$ cat config.mk
export PLATFORM = sky130hd
export DESIGN_NAME = core_irq_controller_fsm
export DESIGN_NICKNAME = d
export VERILOG_FILES = /design/src/rtl/core_irq_controller_fsm.sv
export SDC_FILE = /design/constraint.sdc
export NUM_CORES = 1
export LEC_CHECK = 0
export BUFFER_PORTS_ARGS = -buffer_cell sky130_fd_sc_hd__buf_4
export CAP_MARGIN = 15
export CORE_ASPECT_RATIO = 1.1
export CORE_MARGIN = 2
export CORE_UTILIZATION = 50
export CTS_CLUSTER_SIZE = 40
export DETAILED_ROUTE_END_ITERATION = 16
export GPL_TIMING_DRIVEN = 0
export PLACE_DENSITY = 0.85
export SYNTH_ARGS = -nofsm -noshare
export SYNTH_HDL_FRONTEND = slang
export SYNTH_SLANG_ARGS = --single-unit
export TNS_END_PERCENT = 50
$ cat constraint.sdc
create_clock -name clk -period 3 [get_ports clk]
set_input_delay 0.15 -clock clk [delete_from_list [all_inputs] [get_ports clk]]
set_output_delay 0.15 -clock clk [all_outputs]
set_load 0.02 [all_outputs]
$ cat src/rtl/core_irq_controller_fsm.sv
// Core run-control FSM with a machine-mode CSR subset and NUM_IRQ prioritised interrupt lines.
// Sequences trap entry / mret, keeps mepc/mcause/mstatus stacking, and supplies the handler
// vector. Optional macro IRQ_VECTORED_EN enables vectored mtvec mode (mtvec[1:0] == 1).
module core_irq_controller_fsm #(
  parameter int unsigned XLEN    = 32,
  parameter int unsigned CSR_AW  = 12,
  parameter int unsigned NUM_IRQ = 3
) (
  input  logic               clk,
  input  logic               reset,
  input  logic [XLEN-1:0]    control_signal,
  input  logic               end_condition,
  input  logic               all_ready,
  input  logic               ready_for_irq_handler,
  input  logic [NUM_IRQ-1:0] irq_lines,
  input  logic [XLEN-1:0]    pc_stage_2,
  input  logic [XLEN-1:0]    nextPC_o,
  input  logic               change_PC_condition_for_jump_or_branch,
  input  logic               mret_inst,
  input  logic               write_csr,
  input  logic [CSR_AW-1:0]  csr_wr_addr,
  input  logic [CSR_AW-1:0]  csr_rd_addr,
  input  logic [XLEN-1:0]    csr_wr_data,
  output logic [XLEN-1:0]    csr_rd_data,
  output logic               enable_design,
  output logic               program_finished,
  output logic               irq_prep,
  output logic [XLEN-1:0]    interrupt_vector_o,
  output logic [XLEN-1:0]    mepc_o,
  output logic [XLEN-1:0]    mcause_o,
  output logic [NUM_IRQ-1:0] irq_ack_o
);

  localparam int unsigned IdxW = (NUM_IRQ > 1) ? $clog2(NUM_IRQ) : 1;

  localparam logic [CSR_AW-1:0] AddrMstatus = CSR_AW'(12'h300);
  localparam logic [CSR_AW-1:0] AddrMie     = CSR_AW'(12'h304);
  localparam logic [CSR_AW-1:0] AddrMtvec   = CSR_AW'(12'h305);
  localparam logic [CSR_AW-1:0] AddrMepc    = CSR_AW'(12'h341);
  localparam logic [CSR_AW-1:0] AddrMcause  = CSR_AW'(12'h342);
  localparam logic [CSR_AW-1:0] AddrMip     = CSR_AW'(12'h344);

  localparam logic [XLEN-1:0] MstatusMask = XLEN'(32'h88);
`ifdef IRQ_VECTORED_EN
  localparam logic [XLEN-1:0] MtvecMask = '1;
`else
  localparam logic [XLEN-1:0] MtvecMask = {{(XLEN-2){1'b1}}, 2'b00};
`endif

  typedef enum logic [2:0] {
    StIdle, StProgram, StPartialIrq, StIrqHandle, StFullFlushReset, StDone
  } state_e;

  // Line i -> mie/mip bit: 3, 7, 11 for lines 0..2, then 16 + i - 3.
  function automatic logic [4:0] irq_bit(input int i);
    if (i < 3) irq_bit = 5'(3 + 4 * i);
    else       irq_bit = 5'(i + 13);
  endfunction

  state_e               state_q, state_d;
  logic [IdxW-1:0]      idx_q, idx_d, winner;
  logic [NUM_IRQ-1:0]   ack_q, ack_d, pending;
  logic                 enable_design_q, enable_design_d;
  logic                 program_finished_q, program_finished_d;
  logic                 irq_prep_q, irq_prep_d;
  logic [XLEN-1:0]      mstatus_q, mstatus_d, mie_q, mie_d, mtvec_q, mtvec_d;
  logic [XLEN-1:0]      mepc_q, mepc_d, mcause_q, mcause_d;
  logic [XLEN-1:0]      mie_mask, mip_live, vec_base;
  logic                 start, reset_request, rst_force, take, trap_entry, mret_fire;
  logic                 unused_ctrl;

  assign start         = control_signal[0];
  assign reset_request = control_signal[1];
  assign rst_force     = control_signal[2];
  assign unused_ctrl   = ^control_signal[XLEN-1:3];

  // Map lines onto CSR bit positions and pick the highest-index enabled pending line.
  always_comb begin
    pending  = '0;
    mie_mask = '0;
    mip_live = '0;
    winner   = '0;
    for (int i = 0; i < int'(NUM_IRQ); i++) begin
      mie_mask[irq_bit(i)] = 1'b1;
      mip_live[irq_bit(i)] = irq_lines[i];
      pending[i]           = irq_lines[i] & mie_q[irq_bit(i)];
      if (pending[i]) winner = IdxW'(i);
    end
  end

  assign take       = mstatus_q[3] & (|pending);
  // A reset request (or forced FSM reset) in the same cycle cancels the CSR side effects.
  assign trap_entry = (state_q == StPartialIrq) & ready_for_irq_handler & ~reset_request &
                      ~rst_force;
  assign mret_fire  = (state_q == StIrqHandle) & mret_inst & ~reset_request & ~rst_force;

  // Next-state, winner latch and registered-output next values.
  always_comb begin
    state_d = state_q;
    case (state_q)
      StIdle:           if (start) state_d = StProgram;
      StProgram: begin
        if (reset_request)      state_d = StFullFlushReset;
        else if (take)          state_d = StPartialIrq;
        else if (end_condition) state_d = StDone;
      end
      StPartialIrq: begin
        if (reset_request)              state_d = StFullFlushReset;
        else if (ready_for_irq_handler) state_d = StIrqHandle;
      end
      StIrqHandle: begin
        if (reset_request)  state_d = StFullFlushReset;
        else if (mret_inst) state_d = StProgram;
      end
      StFullFlushReset: if (all_ready) state_d = StIdle;
      StDone:           if (reset_request) state_d = StFullFlushReset;
      default:          state_d = StIdle;
    endcase
    if (rst_force) state_d = StIdle;

    idx_d = idx_q;
    if (state_q == StProgram && state_d == StPartialIrq) idx_d = winner;

    ack_d = '0;
    if (trap_entry) ack_d[idx_q] = 1'b1;

    enable_design_d    = (state_d != StIdle);
    program_finished_d = (state_d == StDone);
    irq_prep_d         = (state_d == StPartialIrq);
  end

  // FSM state and registered outputs.
  always_ff @(posedge clk) begin
    if (reset) begin
      state_q            <= StIdle;
      idx_q              <= '0;
      ack_q              <= '0;
      enable_design_q    <= 1'b0;
      program_finished_q <= 1'b0;
      irq_prep_q         <= 1'b0;
    end else begin
      state_q            <= state_d;
      idx_q              <= idx_d;
      ack_q              <= ack_d;
      enable_design_q    <= enable_design_d;
      program_finished_q <= program_finished_d;
      irq_prep_q         <= irq_prep_d;
    end
  end

  // CSR next values: software writes first, trap/mret updates override them.
  always_comb begin
    mstatus_d = mstatus_q;
    mie_d     = mie_q;
    mtvec_d   = mtvec_q;
    mepc_d    = mepc_q;
    mcause_d  = mcause_q;
    if (write_csr) begin
      case (csr_wr_addr)
        AddrMstatus: mstatus_d = csr_wr_data & MstatusMask;
        AddrMie:     mie_d     = csr_wr_data & mie_mask;
        AddrMtvec:   mtvec_d   = csr_wr_data & MtvecMask;
        AddrMepc:    mepc_d    = csr_wr_data;
        AddrMcause:  mcause_d  = csr_wr_data;
        default:     ;
      endcase
    end
    if (trap_entry) begin
      mepc_d       = change_PC_condition_for_jump_or_branch ? nextPC_o
                                                            : pc_stage_2 + XLEN'(4);
      mcause_d     = {1'b1, {(XLEN-6){1'b0}}, irq_bit(int'(idx_q))};
      mstatus_d    = '0;
      mstatus_d[7] = mstatus_q[3];
    end
    if (mret_fire) begin
      mstatus_d    = '0;
      mstatus_d[3] = mstatus_q[7];
      mstatus_d[7] = 1'b1;
    end
  end

  // CSR storage; unaffected by the FSM-only forced reset.
  always_ff @(posedge clk) begin
    if (reset) begin
      mstatus_q <= '0;
      mie_q     <= '0;
      mtvec_q   <= '0;
      mepc_q    <= '0;
      mcause_q  <= '0;
    end else begin
      mstatus_q <= mstatus_d;
      mie_q     <= mie_d;
      mtvec_q   <= mtvec_d;
      mepc_q    <= mepc_d;
      mcause_q  <= mcause_d;
    end
  end

  // Read mux with same-cycle write forwarding (mip and unimplemented addresses never forward).
  always_comb begin
    csr_rd_data = '0;
    case (csr_rd_addr)
      AddrMstatus: csr_rd_data = mstatus_q;
      AddrMie:     csr_rd_data = mie_q;
      AddrMtvec:   csr_rd_data = mtvec_q;
      AddrMepc:    csr_rd_data = mepc_q;
      AddrMcause:  csr_rd_data = mcause_q;
      AddrMip:     csr_rd_data = mip_live;
      default:     csr_rd_data = '0;
    endcase
    if (write_csr && (csr_wr_addr == csr_rd_addr)) begin
      case (csr_rd_addr)
        AddrMstatus: csr_rd_data = csr_wr_data & MstatusMask;
        AddrMie:     csr_rd_data = csr_wr_data & mie_mask;
        AddrMtvec:   csr_rd_data = csr_wr_data & MtvecMask;
        AddrMepc:    csr_rd_data = csr_wr_data;
        AddrMcause:  csr_rd_data = csr_wr_data;
        default:     ;
      endcase
    end
  end

  assign vec_base = {mtvec_q[XLEN-1:2], 2'b00};

  // Handler vector from mtvec and the latched winner.
  always_comb begin
`ifdef IRQ_VECTORED_EN
    if (mtvec_q[1:0] == 2'b01) begin
      interrupt_vector_o = vec_base + XLEN'({irq_bit(int'(idx_q)), 2'b00});
    end else begin
      interrupt_vector_o = vec_base;
    end
`else
    interrupt_vector_o = vec_base;
`endif
  end

`ifndef IRQ_VECTORED_EN
  logic unused_mtvec_mode;
  assign unused_mtvec_mode = ^mtvec_q[1:0];
`endif

  assign enable_design    = enable_design_q;
  assign program_finished = program_finished_q;
  assign irq_prep         = irq_prep_q;
  assign irq_ack_o        = ack_q;
  assign mepc_o           = mepc_q;
  assign mcause_o         = mcause_q;

endmodule

==> run metrics, run 1 <==
PnR worst setup slack=around 110 ps; clock-pin slew on the worst setup and hold paths=about 80 ps; leading post-synthesis cells by cell area=dfxtp_1, nand2_1, a21oi_1; Core Box Area=approximately 0.013 mm^2; # fillers=approximately 1100; CP required=2850 ps; drt wl/cell=19.96 um; post-synth cell types=just over 60; IR drop worst, VDD=0.0004200 V; Final setup viols=0; H-Tree Depth=3; Detailed Route Iter0 Violations=between 1000 and 1500; global route overflow=0; clock buffer count from CTS=9; Post-synth ARST share=0; vias per inst=6.123; vias in the first global route=between 7000 and 8000; Most used DFF post-synth=dfxtp_1; CTS tree=yes; dominant cell type by area after synthesis=dfxtp_1; Slew HR=0.3294; Yosys warnings=0; hold crit path type=in2reg; Critical Path Start Type=input port; starting density of the core=0.5110; status=completed; fmax=345.5 MHz; Syn Inst Count=877; clock latency on the worst-skew pair=360 ps; Max Cap Viol=0; Sum Neg Setup Slack=0 ps; Power Total=approximately 3.2 mW; Total GRT Usage=0.3629; initial antenna violation count=0; final hold vios=0; Syn Area/Cell=between 7 and 8 um^2; clk buf depth=2; IO Port Bufs=roughly 260; largest net degree at the start of global routing=20; final worst-path cycle share=0.9649; Worst Skew=7.328 ps; via count=between 8000 and 9000; Die ar.=between 0.01 and 0.015 mm^2; mapped cell area=0.006434 mm^2; Initial DRT Pass Iterations=6; Leakage=roughly 3.6 nW; Fin Hold WS=between 50 and 60 ps; Worst-Margin Slew=roughly 1000 ps; Rows=between 40 and 50; Place WS=-100.1 ps; hpwl dp=20120 um; sequential fraction of the synthesis area=0.3423; placed cell count=1299; post-synth top area share=0.3423; final wirelength=about 26000 um; Max FO, Critical Path=10; Nets=around 1300; Die Width=about 110 um; RSZ-0062 raised after global routing=no; CP Class=in2out; Max Slew Vio Count=0; first-pass GRT wire length=39320 um; layout cells sized above 1=0.2623; minimum clock period=~2900 ps; Post-Layout Cell Count=approximately 1300; antenna cells=0; GP Congestion=0.9868; synthesized flop and latch total=110; Post-synth EDFFs=0; CP Capture Type=output port; IO Pins=approximately 300; Sinks on Clock Net=110; CTS root buf=clkbuf_16; die height=approximately 120 um; pwr dens=357.3 mW/mm^2; CP Data Arrival Time=2740 ps; DRC=0; DRT antenna net count=0; P&R area growth vs syn=40.22%
## cells in the mapped netlist, types with 7 or more instances
cell	instances
nand2_1	220
dfxtp_1	110
a21oi_1	76
clkbuf_1	58
nor2_1	49
o21ai_0	33
a22o_1	31
nor3_1	30
a22oi_1	29
xor2_1	26
nand3_1	20
mux2i_1	16
a311oi_1	15
a211oi_1	14
inv_1	14
xnor2_1	12
nand4_1	11
nor2b_1	10
a311o_1	9
o21ai_1	9
nand2b_1	7
## registers in the layout (all words and copies together), names as in the netlist
signal            count
mtvec_q              30
mstatus_q             2
mie_q                 3
mepc_o               32
irq_prep              1
irq_ack_o             3
program_finished      1
state_q               3
enable_design         1
mcause_o             32
idx_q                 2
## worst max-delay path: stages
cell and delay [ps]:
clkbuf_1 310, xor2_1 170, nor4_1 310, nand3_1 110
nor2_1 600, clkbuf_1 560, o21ai_0 310, buf_4 230
## final cells by class
type,instances,area (um^2),share of cell area
multi-input cells,688,3941,0.4369
flip-flops and latches,110,2202,0.2441
repair buffers,269,2022,0.2241
plain buffers,66,270.3,0.02996
clock buffers,10,239.0,0.02649
well taps,157,196.4,0.02178
clock inverters,6,97.59,0.01082
inverters,14,52.55,0.005825
## report_power, final
group	internal (mW)	switching [mW]	leakage, nW
registers	1.46	0.00192	0.886
clock network	0.772	0.606	0.166
logic	0.174	0.210	2.53
total	2.41	0.818	3.58
## layer usage
metal,global-route usage,part of all wire,vias up
met2,0.6035,0.47,568
met3,0.06814,0.12,89
met4,0.1448,0.039,0
met5,0,0,-
li1,-,-,3684
met1,0.4694,0.38,3741
## through the flow
stage,utilization,cell area (um^2)
floorplan,-,6437
global placement,0.6844,8616
detailed placement,0.6844,8616
CTS,0.7126,8971
global route,0.7166,9021
finish,0.7166,9021
## cell usage in the layout (no fill, tap or decap), types with 12 or more instances in the layout
master	netlist	final
a211oi_1	14	14
a21oi_1	76	76
a22o_1	31	31
a22oi_1	29	29
a311oi_1	15	15
buf_4	5	273
clkbuf_1	58	57
dfxtp_1	110	110
inv_1	14	14
mux2i_1	16	16
nand2_1	220	220
nand3_1	20	20
nor2_1	49	48
nor3_1	30	30
o21ai_0	33	33
xnor2_1	12	12
xor2_1	26	26
## logic make-up (layout without fill, tap and decap cells)
kind of cell | count (synthesis) | after routing | share of synthesized area
XOR/XNOR | 38 | 38 | 0.05173
adder cells (fa/ha/maj) | 1 | 1 | 0.001944
AO/OA/AOI/OAI | 249 | 249 | 0.2602
multiplexers | 19 | 19 | 0.03014
flip-flops | 110 | 110 | 0.3423
buffers and inverters | 80 | 365 | 0.04998
other | 1 | 2 | 0.0005829
AND/OR/NAND/NOR | 379 | 379 | 0.2631
## path summary, 6_finish.rpt
kind / start / end / slack, ps / depth (start not counted)
worst max-delay path: csr_rd_addr[6] / csr_rd_data[10] / 110 / 8
worst min-delay path: csr_wr_data[10] / mtvec_q[10] / 50 / 3
worst max register to register: state_q[1] / mcause_o[23] / 300 / 7
worst min register to register: mcause_o[21] / mcause_o[21] / 480 / 2
## repair_timing
item	in CTS	in global routing
hold buffers	1	0
endpoints found under the setup margin	3	24
pin swaps	0	3
gates resized for setup	2	5
setup buffers	0	4
hold endpoints to repair	1	0
(Power assumes the default switching activity.)
==> run 2: changes to the inputs <==
- MAX_ROUTING_LAYER: default -> met4
- SLEW_MARGIN: default -> 10
==> run 2 against run 1 <==
Clock skew fell by 0.66 ps. Sequential power hardly changed. Design area down 0.55%. Critical path depth unchanged. Worst hold slack improved by 9.8 ps. Sequential cell count did not move. Register-to-register slack hardly changed. Maximum frequency is 2.0% lower. Routed wire length is 0.50% higher. Clock power decreased by 12%. Die area unchanged. Critical path type unchanged. Highest routed layer unchanged.
==> run metrics, run 2 (synthesized netlist as in run 1, its figures left out) <==
fmax=338.6 MHz (-2.0%); register area=0.002202 mm^2 (unchanged); PnR worst setup slack=46.89 ps (-58.36 ps); Total GRT Usage=0.3776 (+0.01469); multi-input logic area=0.003941 mm^2 (unchanged); clock latency on the worst-skew pair=350 ps (about the same); hpwl dp=20140 um (about the same); via count=8127 (+0.56%); antenna cells=0 (unchanged); final wirelength=26480 um (+0.50%); Nets=1320 (-0.15%); DRC=0 (unchanged); Detailed Route Iter0 Violations=1088 (+3.5%); Rows=43 (unchanged); CP required=2850 ps (about the same); CTS root buf=clkbuf_16; WL met2=12530 um (+2.0%); Die Width=112.2 um (unchanged); H-Tree Depth=3 (unchanged); Max FO, Critical Path=10 (unchanged); CP top delay family=compound AO/OA/AOI/OAI gates; status=completed; CP Data Arrival Time=2800 ps (+60 ps); crit-path cells=buf_4 -> nor4_1 -> nand4_1 -> a211oi_4 -> clkbuf_1 -> nand2_1 -> o21ai_0 -> buf_4; final worst-path cycle share=0.9844 (+0.01945); most frequent cells in the layout=buf_4, nand2_1, dfxtp_1; pwr dens=342.2 mW/mm^2 (-4.2%); initial antenna violation count=0 (unchanged); worst hold path depth=3 (unchanged); first-pass GRT wire length=40160 um (+2.2%); largest net degree at the start of global routing=22 (+10%); minimum clock period=2953 ps (+58.36 ps); Sinks on Clock Net=110 (unchanged); fin util=0.7126 (-0.003975); Final setup viols=0 (unchanged); CP Capture Type=output port; Slew HR=0.3544 (+0.02507); Met1 Wirelength=9716 um (-2.5%); layout cells sized above 1=0.2601 (-0.002132); DRT antenna net count=0 (unchanged); starting density of the core=0.5110 (unchanged); Max Slew Vio Count=0 (unchanged); Worst path depth=8 (unchanged); IO Port Bufs=264 (unchanged); Critical Path Most Common Cell=buf_4; Leakage=3.550 nW (-0.91%); global route overflow=0 (unchanged); Core Box Area=0.01259 mm^2 (unchanged); CP Class=in2out; GP Congestion=1.001 (+1.4%); Worst-Margin Slew=959.5 ps (-37.26 ps); CTS tree=yes; Place WS=-148.4 ps (-48.25 ps); vias per inst=6.166 (+0.71%); Largest stage delay, worst path=750 ps (+150 ps); clock buffer count from CTS=9 (unchanged); Die ar.=0.01379 mm^2 (unchanged); worst path bufs/invs=3 (unchanged); # fillers=1063 (-0.094%); Worst Skew=6.670 ps (-0.6584 ps); IR drop worst, VDD=0.0002404 V (-43%); drt wl/cell=20.09 um (+0.66%); clock-pin slew on the worst setup and hold paths=80 ps (about the same); final hold vios=0 (unchanged); vias in the first global route=7475 (+2.5%); clk buf depth=2 (unchanged); die height=123.0 um (unchanged); Critical Path Start Type=input port; RSZ-0062 raised after global routing=yes; Max Cap Viol=0 (unchanged); DR WL met3=3253 um (+6.1%); max layer used=met4; CP max stage cell=a211oi_4; IO Pins=297 (unchanged); P&R area growth vs syn=39.44%; commonest non-fill, non-tap cell in the layout=buf_4; worst reg-to-reg path cell count=7 (unchanged); Initial DRT Pass Iterations=6 (unchanged); hold crit path type=in2reg
==> run 2: worst min-delay path, cell delays in order <==
cell and delay (ps):
buf_4 120, nand2_1 50, a21oi_1 50
==> run 2: final cells by class <==
cell class	instances	area share
buffer	66	0.02999
clock buffer	9	0.02510
clock inverter	7	0.008647
inverter	14	0.005858
multi-input combinational	688	0.4393
sequential	110	0.2455
tap	157	0.02190
timing repair buffer	267	0.2237
==> run 2: worst paths after layout <==
path	start	endpoint	slack [ps]
max	csr_rd_addr[3]	csr_rd_data[10]	50
min	csr_wr_data[12]	mtvec_q[12]	60
max reg2reg	state_q[1]	mepc_o[25]	290
min reg2reg	mcause_o[30]	mcause_o[30]	470
==> run 2: power breakdown <==
| group | internal [mW] | total, mW | switching, mW |
|---|---|---|---|
| clock network | 0.594 | 1.22 | 0.630 |
| registers | 1.46 | 1.46 | 0.00190 |
| logic | 0.174 | 0.384 | 0.210 |
| total | 2.23 | 3.07 | 0.842 |
==> run 2: layer usage <==
layer	vias up	track usage
li1	3683	-
met1	3728	0.4752
met2	625	0.6092
met3	91	0.06618
met4	0	0.1509
met5	-	-
==> run 2: through the flow <==
| stage | setup TNS, ps | hold WS [ps] | std cells | area [um^2] | power, mW |
|---|---|---|---|---|---|
| 2_1_floorplan | 0 | 229.3 | 878 | 6437 | 1.630 |
| 3_3_place_gp | -95.99 | 359.0 | 1299 | 8616 | 1.863 |
| 3_5_place_dp | -240.7 | 360.3 | 1299 | 8616 | 1.866 |
| 4_1_cts | 0 | 57.97 | 1316 | 8937 | 3.046 |
| 5_1_grt | -35.96 | 63.25 | 1318 | 8971 | 3.149 |
| 6_report | 0 | 63.26 | 1318 | 8971 | 3.070 |
==> run 2: what timing repair did <==
| action | CTS | global route |
|---|---|---|
| gates cloned | 0 | 0 |
| hold buffers | 1 | 0 |
| resized for setup | 2 | 3 |
| endpoints found under the setup margin | 5 | 15 |
| setup buffers | 0 | 2 |
| pin swaps | 1 | 1 |
| endpoints found under the hold margin | 1 | 0 |
==> run 3: changes to the inputs <==
- REMOVE_ABC_BUFFERS: default -> 1
==> run 3 against run 2 <==
Register-to-register slack worse by 90 ps. Sequential cell count stayed put. Sequential share of layout area hardly changed. Utilization is 0.12 points lower. Via count is 5.0% lower. Routed wire length is 5.1% lower. Power is 5.3% higher.
==> run metrics, run 3 (synthesized netlist as in run 1, its figures left out) <==
status=completed; starting density of the core=0.5110 (unchanged); GP Congestion=0.9557 (-4.5%); DRC=0 (unchanged); CP required=3210 ps (+360 ps); Met1 Wirelength=9709 um (about the same); drt wl/cell=19.90 um (-0.92%); final hold vios=0 (unchanged); clock power share=0.431 (+0.032); Rows=43 (unchanged); CTS tree=yes; fin area=0.008956 mm^2 (-0.17%); Fin Hold WS=55.84 ps (-7.415 ps); PnR worst setup slack=198.9 ps (+152.0 ps); Core Box Area=0.01259 mm^2 (unchanged); Worst Skew=7.097 ps (+0.4266 ps); r2r endpoint=mstatus_q[3]; Critical Path Start Type=flip-flop; hold crit path type=in2reg; Nets=1264 (-4.2%); IR drop worst, VDD=0.0003446 V (+43%); Die Width=112.2 um (unchanged); cell-internal power=2.456 mW (+10%); antenna cells=0 (unchanged); IO Port Bufs=265 (+0.38%); R2R Setup Slk=200 ps (-90 ps); max layer used=met4; Max Slew Vio Count=0 (unchanged); register area=0.002202 mm^2 (unchanged); final worst-path cycle share=0.9337 (-0.05067); Slew HR=0.3725 (+0.01803); net switching power figure=0.7761 mW (-7.8%); placed cell count=1243 (-4.3%); H-Tree Depth=3 (unchanged); first-pass GRT wire length=38070 um (-5.2%); commonest non-fill, non-tap cell in the layout=buf_4; fmax=357.0 MHz (+5.4%); Leakage=3.550 nW (about the same); DR WL met3=2429 um (-25%); P&R area growth vs syn=39.21%; Post-Layout Cell Count=1262 (-4.2%); worst r2r src=state_q[1]; RSZ-0062 raised after global routing=no; WL met2=11890 um (-5.1%); sequential share of power=0.453 (-0.023); clock-pin slew on the worst setup and hold paths=70 ps (about the same); pwr dens=360.9 mW/mm^2 (+5.4%); Hold Path End=mepc_o[11]; Max Cap Viol=0 (unchanged); vias in the first global route=7234 (-3.2%); vias per inst=6.119 (-0.77%); Place WS=-189.3 ps (-40.89 ps); layout cells sized above 1=0.2833 (+0.02314); clk buf depth=2 (unchanged); clock buffer count from CTS=9 (unchanged); DRT antenna net count=0 (unchanged); # fillers=1032 (-2.9%); multi-input logic area=0.003980 mm^2 (+0.98%); Detailed Route Iter0 Violations=706 (-35%); largest net degree at the start of global routing=79 (+260%); CP Data Arrival Time=3010 ps (+210 ps); most frequent cells in the layout=buf_4, nand2_1, dfxtp_1; placed inst area=0.008552 mm^2 (-0.74%); via count=7722 (-5.0%); Max FO, Critical Path=33 (+23); final wirelength=25120 um (-5.1%); Initial DRT Pass Iterations=5 (-1); minimum clock period=2801 ps (-152.0 ps); Hold Crit Start=nextPC_o[11]; Die ar.=0.01379 mm^2 (unchanged); CP Class=reg2reg; clock latency on the worst-skew pair=350 ps (about the same); CTS root buf=clkbuf_16; Sw Ratio=0.2401 (-0.03405); Sinks on Clock Net=110 (unchanged); Worst-Margin Slew=936.4 ps (-23.15 ps); Gate power share=0.116 (-0.009); hpwl dp=17620 um (-13%); global route overflow=0 (unchanged); die height=123.0 um (unchanged); worst reg-to-reg path cell count=6 (-1); worst hold path depth=2 (-1); Final setup viols=0 (unchanged); initial antenna violation count=0 (unchanged); CP Capture Type=flip-flop; Total GRT Usage=0.3589 (-0.01871); IO Pins=297 (unchanged)
run 3: how the worst max path moves through the flow:
stage	startpoint	end	slack [ps]	cells past startpoint
4_1_cts	state_q[1]	mepc_o[30]	160	6
2_1_floorplan	csr_rd_addr[1]	csr_rd_data[10]	120	5
6_report	state_q[1]	mstatus_q[3]	200	6
3_3_place_gp	csr_rd_addr[0]	csr_rd_data[17]	-2050	7
5_1_grt	csr_rd_addr[3]	csr_rd_data[5]	30	8
3_5_place_dp	control_signal[2]	mepc_o[30]	-190	7
run 3: worst max-delay path: stages, from the launching register on:
cell	delay [ps]
dfxtp_1	490
nand2_1	160
or4_2	870
buf_12	300
nand2b_2	570
nand2b_1	190
o32ai_1	60
run 3: metal layers:
| metal | GRT usage | up-vias |
|---|---|---|
| met5 | - | - |
| met4 | 0.1784 | 0 |
| met3 | 0.06078 | 91 |
| met2 | 0.5813 | 496 |
| met1 | 0.4368 | 3568 |
| li1 | - | 3567 |
run 3: layout make-up:
cell class	instances	area share
Clock buffer	11	0.02598
Clock inverter	5	0.01187
Timing Repair Buffer	277	0.2441
Multi-Input combinational cell	688	0.4444
Tap cell	157	0.02193
Inverter	14	0.005868
Sequential cell	110	0.2459
run 3: through the flow:
step           setup TNS (ps)  power [mW]  utilization
2_1_floorplan               0       1.600            -
3_3_place_gp           -99990       1.847       0.6636
3_5_place_dp           -587.2       1.863       0.6793
4_1_cts                     0       3.227       0.7072
5_1_grt                     0       3.320       0.7114
6_report                    0       3.232       0.7114
run 3: power groups by stage:
stage	Sequential [mW]	Clock, mW	Combinational [mW]
3_5_place_dp	1.50	0	0.365
4_1_cts	1.46	1.39	0.370
2_1_floorplan	1.50	0	0.102
6_report	1.46	1.39	0.376
5_1_grt	1.46	1.46	0.400
3_3_place_gp	1.50	0	0.350
run 3: what timing repair did:
item / CTS / global route
hold buffers: 1 / 0
endpoints found under the setup margin: 1 / 7
resized for setup: 1 / 1
setup buffers: 0 / 1
hold endpoints to repair: 1 / 0
pin swaps: 0 / 1
